File: src/rtl/uart_pkg.sv
`default_nettype none
// ============================================================================
// Module      : uart_pkg
// Description : Shared UART encodings and framing constants.
//               The word-packing receiver imports these constants too.
// Revision    : 1.0 - initial release
// ============================================================================
package uart_pkg;

  // Framing constants
  localparam int OVERSAMPLE     = 16;
  localparam int BITS_PER_BYTE  = 8;
  localparam int BYTES_PER_WORD = 4;
  localparam int WORD_W         = 32;

  // Counter widths: tick wraps 15->0, bit_idx 0..7, byte_idx 0..3
  localparam int TICK_W = 4;
  localparam int BIT_W  = 3;
  localparam int BYTE_W = 2;

  // Frame state encoding
  typedef enum logic [1:0] {
    IDLE  = 2'd0,
    START = 2'd1,
    DATA  = 2'd2,
    STOP  = 2'd3
  } uart_state_e;

  // Select byte lane idx of a 32-bit word
  function automatic logic [7:0] byte_lane(input logic [WORD_W-1:0] word,
                                           input logic [BYTE_W-1:0] idx);
    return word[{idx, 3'b000} +: 8];
  endfunction

endpackage
`default_nettype wire

File: src/rtl/uart_tx_byte.sv
`default_nettype none
// ============================================================================
// Module      : uart_tx_byte
// Description : 8N1 byte serializer, 16 clken ticks per bit. A load pulse
//               starts a frame immediately (independent of clken); a load on
//               the final stop tick chains the next frame with no idle gap.
// Revision    : 1.0 - initial release
// ============================================================================
module uart_tx_byte
  import uart_pkg::*;
(
  input  logic       clk,
  input  logic       rst,
  input  logic       clken,
  input  logic       load,
  input  logic [7:0] data,
  output logic       tx,
  output logic       frame_end
);

  uart_state_e       state, state_nxt;
  logic [TICK_W-1:0] tick, tick_nxt;
  logic [BIT_W-1:0]  bit_idx, bit_nxt;
  logic [7:0]        shift, shift_nxt;
  logic              tx_nxt;
  logic              tick_last;

  assign tick_last = (tick == TICK_W'(OVERSAMPLE - 1));

  // Final tick of the stop bit; does not depend on load, so no comb loop
  assign frame_end = clken && (state == STOP) && tick_last;

  // Frame state, counters and registered line driver
  always_ff @(posedge clk or posedge rst) begin
    if (rst) begin
      state   <= IDLE;
      tick    <= '0;
      bit_idx <= '0;
      shift   <= '0;
      tx      <= 1'b1;
    end else begin
      state   <= state_nxt;
      tick    <= tick_nxt;
      bit_idx <= bit_nxt;
      shift   <= shift_nxt;
      tx      <= tx_nxt;
    end
  end

  // Next-state and next-line logic; load has priority over tick handling
  always_comb begin
    state_nxt = state;
    tick_nxt  = tick;
    bit_nxt   = bit_idx;
    shift_nxt = shift;
    tx_nxt    = tx;
    if (load) begin
      state_nxt = START;
      tick_nxt  = '0;
      bit_nxt   = '0;
      shift_nxt = data;
      tx_nxt    = 1'b0;
    end else if (clken) begin
      tick_nxt = tick + 1'b1;
      unique case (state)
        IDLE: begin
          tick_nxt = '0;
          tx_nxt   = 1'b1;
        end
        START: begin
          if (tick_last) begin
            bit_nxt   = '0;
            tx_nxt    = shift[0];
            state_nxt = DATA;
          end
        end
        DATA: begin
          if (tick_last) begin
            if (bit_idx != BIT_W'(BITS_PER_BYTE - 1)) begin
              bit_nxt   = bit_idx + 1'b1;
              shift_nxt = shift >> 1;
              tx_nxt    = shift[1];
            end else begin
              tx_nxt    = 1'b1;
              state_nxt = STOP;
            end
          end
        end
        STOP: begin
          if (tick_last) begin
            tx_nxt    = 1'b1;
            state_nxt = IDLE;
          end
        end
        default: state_nxt = IDLE;
      endcase
    end
  end

endmodule
`default_nettype wire

File: src/rtl/uart_tx_word.sv
`default_nettype none
// ============================================================================
// Module      : uart_tx_word
// Description : Word UART transmitter. Sends a DATA_WIDTH-bit word as four
//               back-to-back 8N1 frames, LS byte first; lanes above
//               DATA_WIDTH are sent as 0x00.
// Revision    : 1.0 - initial release
// ============================================================================
module uart_tx_word
  import uart_pkg::*;
#(
  parameter int DATA_WIDTH = 32
) (
  input  logic                  clk,
  input  logic                  rst,
  input  logic                  clken,
  input  logic [DATA_WIDTH-1:0] data_in,
  input  logic                  wr_en,
  output logic                  tx,
  output logic                  busy,
  output logic                  done
);

  logic [WORD_W-1:0] buffer;
  logic [WORD_W-1:0] data_ext;
  logic [BYTE_W-1:0] byte_idx;
  logic              accept;
  logic              frame_end;
  logic              last_byte;
  logic              byte_load;
  logic [7:0]        byte_data;

  assign accept    = wr_en && !busy;
  assign last_byte = (byte_idx == BYTE_W'(BYTES_PER_WORD - 1));

  // Zero-extend the input word into the 32-bit lane space
  always_comb begin
    data_ext                 = '0;
    data_ext[DATA_WIDTH-1:0] = data_in;
  end

  // Chain the next byte on the final stop tick, or start byte 0 on accept
  always_comb begin
    byte_load = accept || (busy && frame_end && !last_byte);
    byte_data = accept ? data_ext[7:0] : byte_lane(buffer, byte_idx + 1'b1);
  end

  // Word buffer, byte index and busy/done handshake
  always_ff @(posedge clk or posedge rst) begin
    if (rst) begin
      buffer   <= '0;
      byte_idx <= '0;
      busy     <= 1'b0;
      done     <= 1'b0;
    end else begin
      done <= 1'b0;
      if (accept) begin
        buffer   <= data_ext;
        byte_idx <= '0;
        busy     <= 1'b1;
      end else if (busy && frame_end) begin
        if (last_byte) begin
          busy <= 1'b0;
          done <= 1'b1;
        end else begin
          byte_idx <= byte_idx + 1'b1;
        end
      end
    end
  end

  uart_tx_byte u_tx_byte (
    .clk       (clk),
    .rst       (rst),
    .clken     (clken),
    .load      (byte_load),
    .data      (byte_data),
    .tx        (tx),
    .frame_end (frame_end)
  );

endmodule
`default_nettype wire

File: config.mk
export PLATFORM = sky130hd
export DESIGN_NAME = uart_tx_word
export DESIGN_NICKNAME = d
export VERILOG_FILES = /design/src/rtl/uart_pkg.sv /design/src/rtl/uart_tx_byte.sv /design/src/rtl/uart_tx_word.sv
export SDC_FILE = /design/constraint.sdc
export NUM_CORES = 1
export LEC_CHECK = 0
export CAP_MARGIN = 30
export CORE_ASPECT_RATIO = 0.8
export CORE_MARGIN = 4
export CORE_UTILIZATION = 38
export DETAILED_ROUTE_END_ITERATION = 6
export DONT_BUFFER_PORTS = 1
export GPL_TIMING_DRIVEN = 0
export SYNTH_ARGS = -nofsm -noshare
export SYNTH_HDL_FRONTEND = slang
export SYNTH_SLANG_ARGS = --single-unit
export TNS_END_PERCENT = 30
File: constraint.sdc
create_clock -name clk -period 1.9 [get_ports clk]
set_input_delay 0.19 -clock clk [delete_from_list [all_inputs] [get_ports clk]]
set_output_delay 0.19 -clock clk [all_outputs]
set_load 0.02 [all_outputs]
# Word level (Yosys, flattened, before mapping)

Index checks and enable logic that the tools add are counted.

Add/subtract/negate cells: 3
Equality and inequality tests: 12
Shift-type cells: 1
Multiplexer cells: 38
Reductions and logical operators: 23

Operator list:

| kind                                          | count |
|---|---|
| two-way mux 8 bit                             | 6 |
| variable part select 32 x 6 -> 8 bit          | 1 |
| two-way mux 2 bit                             | 9 |
| two-way mux 3 bit                             | 5 |
| two-way mux 1 bit                             | 12 |
| two-way mux 4 bit                             | 3 |
| != test 3 x 2 -> 1 bit, second input constant | 4 |
| nonzero test 2 bit                            | 6 |
| AND reduction 4 bit                           | 2 |
| equality test 2 bit, second input constant    | 3 |
| != test 3 bit, second input constant          | 2 |
| one-hot mux 2 bit (3 select lines)            | 1 |
| one-hot mux 3 bit (2 select lines)            | 1 |
| AND reduction 6 bit                           | 1 |
| logical AND 1 bit                             | 5 |
| AND reduction 5 bit                           | 1 |
| adder 4 x 1 -> 4 bit, second input constant   | 1 |
| equality test 4 bit, second input constant    | 1 |
| one-hot mux 1 bit (4 select lines)            | 1 |
| AND reduction 2 bit                           | 2 |
| nonzero test 4 bit                            | 1 |
| adder 3 x 1 -> 3 bit, second input constant   | 1 |
| nonzero test 3 bit                            | 1 |
| adder 2 x 1 -> 2 bit, second input constant   | 1 |
| 5 further kinds                               | 6 |

Register bits after elaboration: 54
Input bits: 36
Output and inout port bits: 3
Logic and storage cells: 86

# Longest topological paths before layout

Depth in word-level cells: 8
Gate-level depth with buffers: 7
Depth with buffers taken out: 6

# Hierarchy

From an unflattened synthesis, not the netlist that was laid out.

Cell total of the unflattened synthesis: 288
Area total of the unflattened synthesis: 2748.9 um^2

Modules (own cells, without submodules):

| module       | times used | cells each | area each (um^2) | seq. area each (um^2) |
|---|---|---|---|---|
| uart_tx_word | 1          | 183        | 1691.6           | 900.9 |
| uart_tx_byte | 1          | 105        | 1057.3           | 451.7 |

# Worst setup path before layout

No wires, ideal clock.

Path kind: flip-flop to flip-flop
Start point: register byte_idx[0]
End point: register u_tx_byte.shift[0]
Setup time: 0.130 ns
Arrival: 1.660 ns
Data required time: 1.770 ns
Slack: 0.110 ns
Stages on the path, launching flop included: 7
Path buffers: 1
Period minus slack after synthesis: 1.790 ns
Path through: dfrtp_1 ha_1 buf_6 mux4_2 and3_1 a211oi_2 o31ai_1

Longest elaborated chain between the ends: 6
Elaborated cells on any way between the ends: 13
Those cells by class: add/sub (1); eq/ne (1); shift (1); mux (2); reduce/logical (8)

Ends and longest elaborated chain:

| what                                                                         | line               | text |
|---|---|---|
| from (decl)                                                                  | uart_tx_word.sv:26 | `logic [BYTE_W-1:0] byte_idx;` |
| from (signal assigned)                                                       | uart_tx_word.sv:66 | `byte_idx <= byte_idx + 1'b1;` |
| parallel branches: the longest is 6 deep, another holds adder 2 x 1 -> 2 bit | n/a                |  |
| to (signal assigned)                                                         | uart_tx_byte.sv:45 | `shift <= shift_nxt;` |
| to (decl)                                                                    | uart_tx_byte.sv:24 | `logic [7:0] shift, shift_nxt;` |

Several ways; the timed one is not identified.
A chain may end at the register's enable or synchronous reset.

# Worst setup path after layout

Start point: register byte_idx[0]
End point: register u_tx_byte.shift[3]

Same word-level chain as after synthesis.

==> results.yml <==
outcome:
  status: "complete, no violations"
timing:
  finClkSkew_ps: 1.84
  tightestPinTransition_ps: 617
  slew_viol_final: 0
  finalCritPeriodShare: 0.995
  grt_setup_unrepaired: "yes"
  period_needed_ps: 1890
  slew_headroom: 0.589
  tns_ps: 0
  finalSetupViolCount: 0
  fmax_mhz: 529
  finalHoldViolations: 0
floorplan:
  start_util: 0.402
  coreArea_um2: 6570
  dieArea_um2: 8360
  fp.dieW_um: 101
  ios: 39
  rows: 26
  die_h_um: 82.6
route:
  wl_per_cell_um: 15.5
  first_iter_violations: 93
  vias: 2029
  wl_met1_mm: 3.07
  drc_errors: 0
  drt-pass1-iter-count: 4
  viasPerCell: 5.10
  met3_length_um: 369
  drtAntennaViolNets: 0
  maxUsedRoutingLayer: "met4"
  drt_wl_total_mm: 6.18
  wl_met2_mm: 2.67
critical_path:
  cp.arrival_ps: 2080
  required_ps: 2090
  r2r-start: "byte_idx[0]"
  cp-start-kind: "flop"
  cp_max_fo: 6
  crit_type: "reg2reg"
  setup.worst_path.end_class: "flop"
  crit_start: "byte_idx[0]"
  r2r_slack_ps: 10
placement:
  io_buffer_count: 0
  place_area_um2: 2770
  routabilityCongestion: 0.755
  dp_hpwl_mm: 4.25
clocking:
  cts_root_buf: "clkbuf_8"
  cts-htree-levels: 2
  clk_pin_slew_ps: 90
  cts_sinks: 54
  clock_latency_ps: 310
  cts_tree: "yes"
  clk_path_buf_depth: 2
  numCtsBuffers: 5
global_route:
  grt_pass1_wl_mm: 10.5
  grt_max_degree: 42
  antenna_found_initial: 0
  track_usage: 0.163
  grt-ovfl-total: 0
  grt_pass1_vias: 2103
layout:
  drive_above_1_share: 0.124
  finalInstanceArea_um2: 3210
  antenna_cells: 0
  fin_nets: 358
  area_delta_synth_final_pct: 21.6
  utilization: 0.489
power_and_ir_drop:
  p_leak_nw: 1.56
  irDropWorstVdd_mv: 0.382
  power_density_nw_per_um2: 1000
logic_synthesis:
  synth_edf_count: 0
  synth_area_um2: 2640
  synth_seq_area_share: 0.512
  ys_seq_elements: 54
  synthesis.nets: 314
  synth_area_per_cell_um2: 9.82
  syn_inst: 269
  ys.flop_type: "dfrtp_1"
  netlist-cell-type-count: 43
  async_flop_share: 1.00
  yosys_warnings: 0
worst_hold_path:
  min_from: "wr_en"
  holdCritPathClass: "in2reg"
flow_run:
  maxCapViolCount: 0
cells by family (layout without fill, tap and decap cells):
group / count (synthesis) / in the layout / synth area share
compound gates: 36 / 36 / 0.104
flops: 54 / 54 / 0.512
mux: 11 / 11 / 0.0829
fa+ha+maj: 9 / 9 / 0.0426
simple gates: 141 / 141 / 0.224
buf+inv: 18 / 63 / 0.0341
final cells by class:
| cell class | count | area (um^2) |
|---|---|---|
| well taps | 84 | 105 |
| inverters | 6 | 22.5 |
| fillers | 615 | 3360 |
| repair buffers | 37 | 368 |
| clock inverters | 1 | 5.00 |
| flip-flops and latches | 54 | 1350 |
| plain buffers | 12 | 67.6 |
| clock buffers | 7 | 86.3 |
| multi-input cells | 197 | 1210 |
worst paths after layout:
path / end / cells past startpoint
min in group asynchronous: buffer[28] / 2
hold / removal: busy / 2
setup reg to reg: u_tx_byte.shift[3] / 6
setup / recovery: u_tx_byte.shift[3] / 6
max in group asynchronous: u_tx_byte.tx / 3
hold reg to reg: buffer[21] / 2
metal layers:
metal  vias to the layer above  track usage
met5                         -            0
li1                        996            -
met3                         8       0.0378
met2                        35        0.242
met4                         0       0.0518
met1                       990        0.235
cell usage after synthesis, types with 3 or more instances:
cell type	count	area, um^2
and3_1	3	18.8
o21ai_0	4	20.0
o21ai_1	3	15.0
o2bb2ai_1	3	26.3
a32oi_1	3	26.3
nand3_1	5	25.0
nor2b_1	4	25.0
a21oi_1	4	20.0
nor2_1	11	41.3
clkbuf_1	3	11.3
buf_2	6	30.0
inv_1	6	22.5
dfrtp_1	53	1330
nand2_1	108	405
mux4_2	6	135
ha_1	9	113
critical path, cell delays in order (launching register included):
cell and delay, ps:
dfrtp_1 400, ha_1 290, buf_6 130, mux4_2 500, and3_1 210, a211oi_2 150
o31ai_1 90
placed cells by master, fill, tap and decap left out, drive strengths merged, types with 2 or more instances in the layout:
master and count:
a211oi 3, a21oi 6, a22o 2, a22oi 2, a2bb2oi 2, a32oi 3
and3 3, buf 15, clkbuf 10, dfrtp 53, dlygate4sd3 31, ha 9
inv 6, mux2i 2, mux4 8, nand2 108, nand3 5, nand3b 2
nor2 11, nor2b 4, nor3 3, o21ai 8, o2bb2ai 3, o31ai 2
repair_timing:
action	CTS	global route
pin swaps	0	1
gates resized for setup	1	1
endpoints found under the hold margin	43	0
buffers inserted	3	2
hold buffers	31	0
endpoints found under the setup margin	4	9
per-stage QoR:
stage | worst slack [ps] | instances | power [mW] | hold slack (ps)
6_report | 9.91 | 398 | 3.22 | 3.52
5_1_grt | -86.2 | 398 | 3.45 | 3.53
4_1_cts | 1.43 | 396 | 3.23 | 2.14
3_5_place_dp | -30.7 | 354 | 2.46 | 56.2
3_3_place_gp | -280 | 353 | 2.43 | 300
2_1_floorplan | 110 | 269 | 2.26 | 295
power breakdown:
part           total (mW)  internal [mW]  switching [mW]  leakage, nW
registers            1.60           1.40           0.196        0.676
logic               0.948          0.511           0.437        0.832
clock network       0.674          0.295           0.379       0.0482
flip-flops by register name, summed over array words and instances, names as in the netlist:
register and flops:
buffer 32, busy 1, byte_idx 2, done 1, u_tx_byte.bit_idx 3, u_tx_byte.shift 8, u_tx_byte.state 2, u_tx_byte.tick 4
u_tx_byte.tx 1
No activity file was read; power rests on OpenSTA's default activity.
